==> src/rtl/alu_pkg.sv <==
// Shared ALU definitions: opcode encodings from ALU control and the default datapath width.
// Imported by the ALU and by the ALU control decoder.
package alu_pkg;

    localparam int ALU_WIDTH = 32;

    localparam logic [3:0] ALU_AND = 4'b0000;
    localparam logic [3:0] ALU_OR  = 4'b0001;
    localparam logic [3:0] ALU_ADD = 4'b0010;
    localparam logic [3:0] ALU_SUB = 4'b0110;
    localparam logic [3:0] ALU_SLT = 4'b0111;
    localparam logic [3:0] ALU_NOR = 4'b1100;

    // SLT is computed as a subtraction, so it also needs b inverted and carry-in set.
    function automatic logic needs_subtract(input logic [3:0] op);
        return (op == ALU_SUB) || (op == ALU_SLT);
    endfunction

endpackage

==> src/rtl/alu_addsub.sv <==
// Shared adder/subtractor: a + (b ^ {sub}) + sub, with signed overflow.
// Overflow is the carry into the MSB XOR the carry out of the MSB.
module alu_addsub #(
    parameter int WIDTH = 32
) (
    input  logic             i_sub,
    input  logic [WIDTH-1:0] i_a,
    input  logic [WIDTH-1:0] i_b,
    output logic [WIDTH-1:0] o_sum,
    output logic             o_ovf
);

    logic [WIDTH-1:0] w_b;
    logic [WIDTH-2:0] w_low;
    logic             w_c_msb;
    logic             w_msb;
    logic             w_cout;

    assign w_b = i_b ^ {WIDTH{i_sub}};

    // Split at the MSB so the carry into the sign bit is visible for overflow.
    assign {w_c_msb, w_low} = {1'b0, i_a[WIDTH-2:0]} + {1'b0, w_b[WIDTH-2:0]}
                            + {{(WIDTH-1){1'b0}}, i_sub};
    assign {w_cout, w_msb}  = {1'b0, i_a[WIDTH-1]} + {1'b0, w_b[WIDTH-1]}
                            + {1'b0, w_c_msb};

    assign o_sum = {w_msb, w_low};
    assign o_ovf = w_c_msb ^ w_cout;

endmodule

==> src/rtl/alu.sv <==
// MIPS single-cycle ALU: combinational result/zero/overflow plus a registered copy
// (1-cycle latency) for pipelined or debug consumers.
module alu
    import alu_pkg::*;
#(
    parameter int WIDTH = ALU_WIDTH
) (
    input  logic             clk,
    input  logic             rst,
    input  logic             en,
    input  logic [3:0]       alucont,
    input  logic [WIDTH-1:0] rd1,
    input  logic [WIDTH-1:0] rd2,
    output logic [WIDTH-1:0] res,
    output logic             zero,
    output logic             ovf,
    output logic [WIDTH-1:0] res_q,
    output logic             zero_q,
    output logic             ovf_q
);

    logic             w_sub;
    logic [WIDTH-1:0] w_sum;
    logic             w_as_ovf;
    logic [WIDTH-1:0] w_res;
    logic             w_ovf;
    logic             w_zero;

    logic [WIDTH-1:0] r_res;
    logic             r_zero;
    logic             r_ovf;

    assign w_sub = needs_subtract(alucont);

    alu_addsub #(
        .WIDTH (WIDTH)
    ) u_addsub (
        .i_sub (w_sub),
        .i_a   (rd1),
        .i_b   (rd2),
        .o_sum (w_sum),
        .o_ovf (w_as_ovf)
    );

    // Result mux; SLT uses diff sign XOR overflow so it stays correct when rd1-rd2 overflows.
    always_comb begin
        w_res = {WIDTH{1'b0}};
        w_ovf = 1'b0;
        case (alucont)
            ALU_AND: w_res = rd1 & rd2;
            ALU_OR:  w_res = rd1 | rd2;
            ALU_NOR: w_res = ~(rd1 | rd2);
            ALU_ADD: begin
                w_res = w_sum;
                w_ovf = w_as_ovf;
            end
            ALU_SUB: begin
                w_res = w_sum;
                w_ovf = w_as_ovf;
            end
            ALU_SLT: w_res = {{(WIDTH-1){1'b0}}, w_sum[WIDTH-1] ^ w_as_ovf};
            default: begin
                w_res = {WIDTH{1'b0}};
                w_ovf = 1'b0;
            end
        endcase
    end

    assign w_zero = ~|w_res;

    assign res  = w_res;
    assign zero = w_zero;
    assign ovf  = w_ovf;

    // Output register stage; reset value mirrors a zero result.
    always_ff @(posedge clk or posedge rst) begin
        if (rst) begin
            r_res  <= {WIDTH{1'b0}};
            r_zero <= 1'b1;
            r_ovf  <= 1'b0;
        end else if (en) begin
            r_res  <= w_res;
            r_zero <= w_zero;
            r_ovf  <= w_ovf;
        end else begin
            r_res  <= r_res;
            r_zero <= r_zero;
            r_ovf  <= r_ovf;
        end
    end

    assign res_q  = r_res;
    assign zero_q = r_zero;
    assign ovf_q  = r_ovf;

endmodule

==> config.mk <==
export PLATFORM = sky130hd
export DESIGN_NAME = alu
export DESIGN_NICKNAME = d
export VERILOG_FILES = /design/src/rtl/alu_pkg.sv /design/src/rtl/alu_addsub.sv /design/src/rtl/alu.sv
export SDC_FILE = /design/constraint.sdc
export NUM_CORES = 1
export LEC_CHECK = 0
export CAP_MARGIN = 40
export CORE_MARGIN = 2
export CORE_UTILIZATION = 65
export CTS_BUF_LIST = sky130_fd_sc_hd__clkbuf_8 sky130_fd_sc_hd__clkbuf_16
export CTS_CLUSTER_DIAMETER = 200
export DETAILED_ROUTE_END_ITERATION = 16
export DONT_BUFFER_PORTS = 1
export GPL_TIMING_DRIVEN = 0
export PLACE_DENSITY = 0.87
export SLEW_MARGIN = 10
export SYNTH_ARGS = -nofsm -noshare
export SYNTH_HDL_FRONTEND = slang
export SYNTH_SLANG_ARGS = --single-unit
==> constraint.sdc <==
create_clock -name clk -period 11.7 [get_ports clk]
set_clock_uncertainty 0.15 [all_clocks]
set_input_delay 2.34 -clock clk [delete_from_list [all_inputs] [get_ports clk]]
set_output_delay 2.34 -clock clk [all_outputs]
set_load 0.01 [all_outputs]
==> flow_metrics.py <==
metrics = {
    "detailed_routing": {
        "ant_nets": 0,
        "vias": 5318,
        "routed_wl_um": 16270,
        "drcViolationCount": 0,
        "viasPerCell": 6.979,
        "dr.pass1.iters": 7,
        "first_iter_violations": 458,
        "wl_per_cell_um": 21.35,
    },
    "logic_synthesis": {
        "yosys-top-cells-count": "nor2_1, a21oi_1, xnor2_1",
        "synth_fp_nets": 764,
        "ys_top_cells_by_area": "dfrtp_1, ha_1, a21oi_1",
        "synth_edf_count": 0,
        "synth_ff_type": "dfrtp_1",
        "synth_cell_types": 65,
        "yosysSeqAreaShare_pct": 17.78,
        "synth_simple_gate_area_share_pct": 23.13,
        "yosys.cell_count.top_type": "nor2_1",
        "syn_avg_cell_area_um2": 7.329,
        "ys_warn_count": 0,
        "synth_top_family_by_area": "compound AO/OA/AOI/OAI gates",
        "synthCells": 654,
        "synth_area_um2": 4793,
        "synthAdderAreaFrac_pct": 16.52,
        "synth_top_area_cell": "dfrtp_1",
        "synth_compound_area_share_pct": 26.10,
        "yosysTopAreaCellShare_pct": 17.23,
        "synth_seq_cells": 34,
        "async_flop_share_pct": 100.0,
        "muxShareOfSynthArea_pct": 2.506,
        "synthXorXnorAreaFrac_pct": 8.771,
    },
    "clock_network": {
        "cts_root_buf": "clkbuf_8",
        "cts_resized": 0,
        "cts.path.max_buffers": 2,
        "clk_pin_slew_ns": 0.07,
        "cts_tree": "done",
        "clock_latency_ns": 0.29,
        "clkSinkCount": 34,
        "cts_hold_buf": 0,
        "htree_levels": 2,
        "cts_buffers": 5,
        "cts_setup_buffers": 0,
    },
    "worst_setup_path": {
        "rr_endpoint": "res_q[25]",
        "worstSetupEndpointType": "output port",
        "worstPathRequired_ns": 9.21,
        "r2r_setup_slack_ns": 10.73,
        "worstSetupPathType": "in -> out",
        "reg2regPathDepth": 1,
        "critPathMaxFanout": 10,
        "crit_arrival_ns": 8.69,
        "reg2reg_from": "res_q[25]",
        "cp-start-kind": "primary input",
    },
    "global_routing": {
        "grt_pass1_vias": 5201,
        "antenna_found_initial": 0,
        "grt_max_degree": 25,
        "grt_usage_pct": 39.62,
        "overflow": 0,
        "grt_first_pass_wirelength_um": 25940,
    },
    "timing": {
        "slew_headroom_pct": 36.23,
        "finalCritPeriodShare_pct": 95.57,
        "hold_violations": 0,
        "fmax_mhz": 89.43,
        "setup-tns-final_ns": 0,
        "hold_ws_ns": 0.3764,
        "setup_violations": 0,
        "slew_violations": 0,
        "rsz0062_at_grt": "false",
        "finalCriticalPeriod_ns": 11.18,
        "worst_pin_slew_ns": 0.9565,
    },
    "power_and_ir_drop": {
        "ir_worst_vdd_uv": 98.33,
        "p_comb_share_pct": 51.7,
        "switching_share_pct": 44.69,
        "p_seq_share_pct": 30.7,
        "p_switching_uw": 211.5,
        "power.internal_uw": 261.8,
        "power.density_nw_per_um2": 94.01,
        "total_leakage_power_uw": 0.002076,
        "pwr-share-clk_pct": 17.6,
    },
    "placement": {
        "place_inst": 755,
        "io_buffers": 0,
        "gp_congestion": 1.071,
        "post-dp-hpwl_um": 12980,
    },
    "min_path": {
        "holdPathStages": 2,
        "hold_end": "zero_q",
        "min_from": "zero_q",
        "holdCritPathClass": "reg -> reg",
    },
    "run_status": {
        "status": "finished clean",
    },
    "die": {
        "initial_utilization_pct": 66.44,
        "rows": 31,
        "die_x_um": 89.88,
        "dieArea_um2": 8078,
        "io_pins": 139,
        "dieHeight_um": 89.88,
        "coreArea_um2": 7214,
    },
    "finish": {
        "num_antenna_cells": 0,
        "fin_nets": 773,
        "fill_cells": 618,
        "area_delta_synth_final_pct": 5.038,
        "fin_cells": 762,
        "drive_gt1_share_pct": 5.279,
    },
    "job": {
        "drv_cap": 0,
    },
}
==> power by group through the flow <==
stage	logic [µW]	clock network (µW)	registers [µW]
finish	245	83.1	145
global route	268	87.7	146
CTS	238	82.8	145
detailed placement	237	0	148
global placement	229	0	147
floorplan	183	0	145
==> cell type report <==
type,count,area (µm²),share of cell area (%)
timing repair buffer,2,38.79,0.7704
buffer,38,151.4,3.007
tap,99,123.9,2.460
multi-input combinational,556,3692,73.33
clock inverter,2,10.01,0.1988
sequential,34,852.1,16.92
inverter,26,97.59,1.938
clock buffer,5,68.82,1.367
==> worst max-delay path, stage by stage <==
cell and delay [ns]:
buf_2 0.17, nand3b_1 0.12, buf_2 0.20, buf_1 0.74, xnor2_1 0.18, ha_1 0.31
clkbuf_1 0.22, a21oi_1 0.25, o21ai_0 0.19, a221o_1 0.37, a21oi_1 0.14, o21ai_0 0.12
o21a_1 0.19, o21a_1 0.16, nor2_1 0.41, fa_1 0.27, o221ai_1 0.26, nor3_1 0.23
nand4b_1 0.10, or4_1 0.43, or4_1 0.55, nor4_1 0.28, nand4_1 0.17, nor2_1 0.27
==> placed cells by master (no fill, tap or decap), drive strengths merged, types with 5 or more instances in the layout <==
cell type | Yosys | routed
maj3 | 28 | 28
a21o | 8 | 8
xnor2 | 44 | 44
a2111oi | 5 | 5
o211ai | 7 | 7
and3 | 6 | 6
nand3b | 5 | 5
nand2 | 35 | 35
nor2 | 91 | 91
nor3 | 32 | 32
and2 | 6 | 6
ha | 36 | 36
a22oi | 6 | 6
o22ai | 6 | 6
nand3 | 13 | 13
dfrtp | 33 | 33
buf | 16 | 18
a21oi | 87 | 87
o21a | 5 | 5
a211oi | 10 | 10
o21ai | 34 | 34
inv | 26 | 26
nand4 | 10 | 10
mux2 | 8 | 8
a211o | 5 | 5
clkbuf | 22 | 27
==> logic make-up (layout without fill, tap and decap cells) <==
group / after synthesis / count (layout)
AO/OA/AOI/OAI: 202 / 202
XOR/XNOR: 48 / 48
adder cells (fa/ha/maj): 67 / 67
buffers and inverters: 64 / 73
flip-flops: 34 / 34
multiplexers: 11 / 11
AND/OR/NAND/NOR: 228 / 228
==> how the worst max path moves through the flow <==
| stage | startpoint | endpoint | depth (start not counted) |
|---|---|---|---|
| global placement | alucont[3] | zero | 24 |
| floorplan | alucont[3] | zero | 26 |
| CTS | alucont[3] | zero | 24 |
| detailed placement | alucont[3] | zero | 24 |
| global route | alucont[3] | zero | 26 |
| finish | alucont[3] | zero | 24 |
==> sequential cells by signal, indices dropped and copies added, names as in the netlist <==
register and flops:
zero_q 1, ovf_q 1, res_q 32
==> metal layers <==
metal / GRT usage, % / wire (µm) / vias up
met2: 67.93 / 7725 / 326
met4: 20.38 / 829 / 0
li1: - / - / 2408
met5: 0 / 0 / -
met1: 48.17 / 6297 / 2516
met3: 6.287 / 1413 / 68
==> per-stage QoR <==
step	worst slack (ns)	cell area, µm²	total power, µW	utilization (%)
global route	0.1473	5035	502.0	69.79
floorplan	1.733	4793	327.8	-
CTS	0.7529	5035	466.5	69.79
detailed placement	0.7686	4956	384.4	68.70
finish	0.5187	5035	473.3	69.79
global placement	0.8528	4917	376.2	68.16
Power figures use the tool's default switching activity.
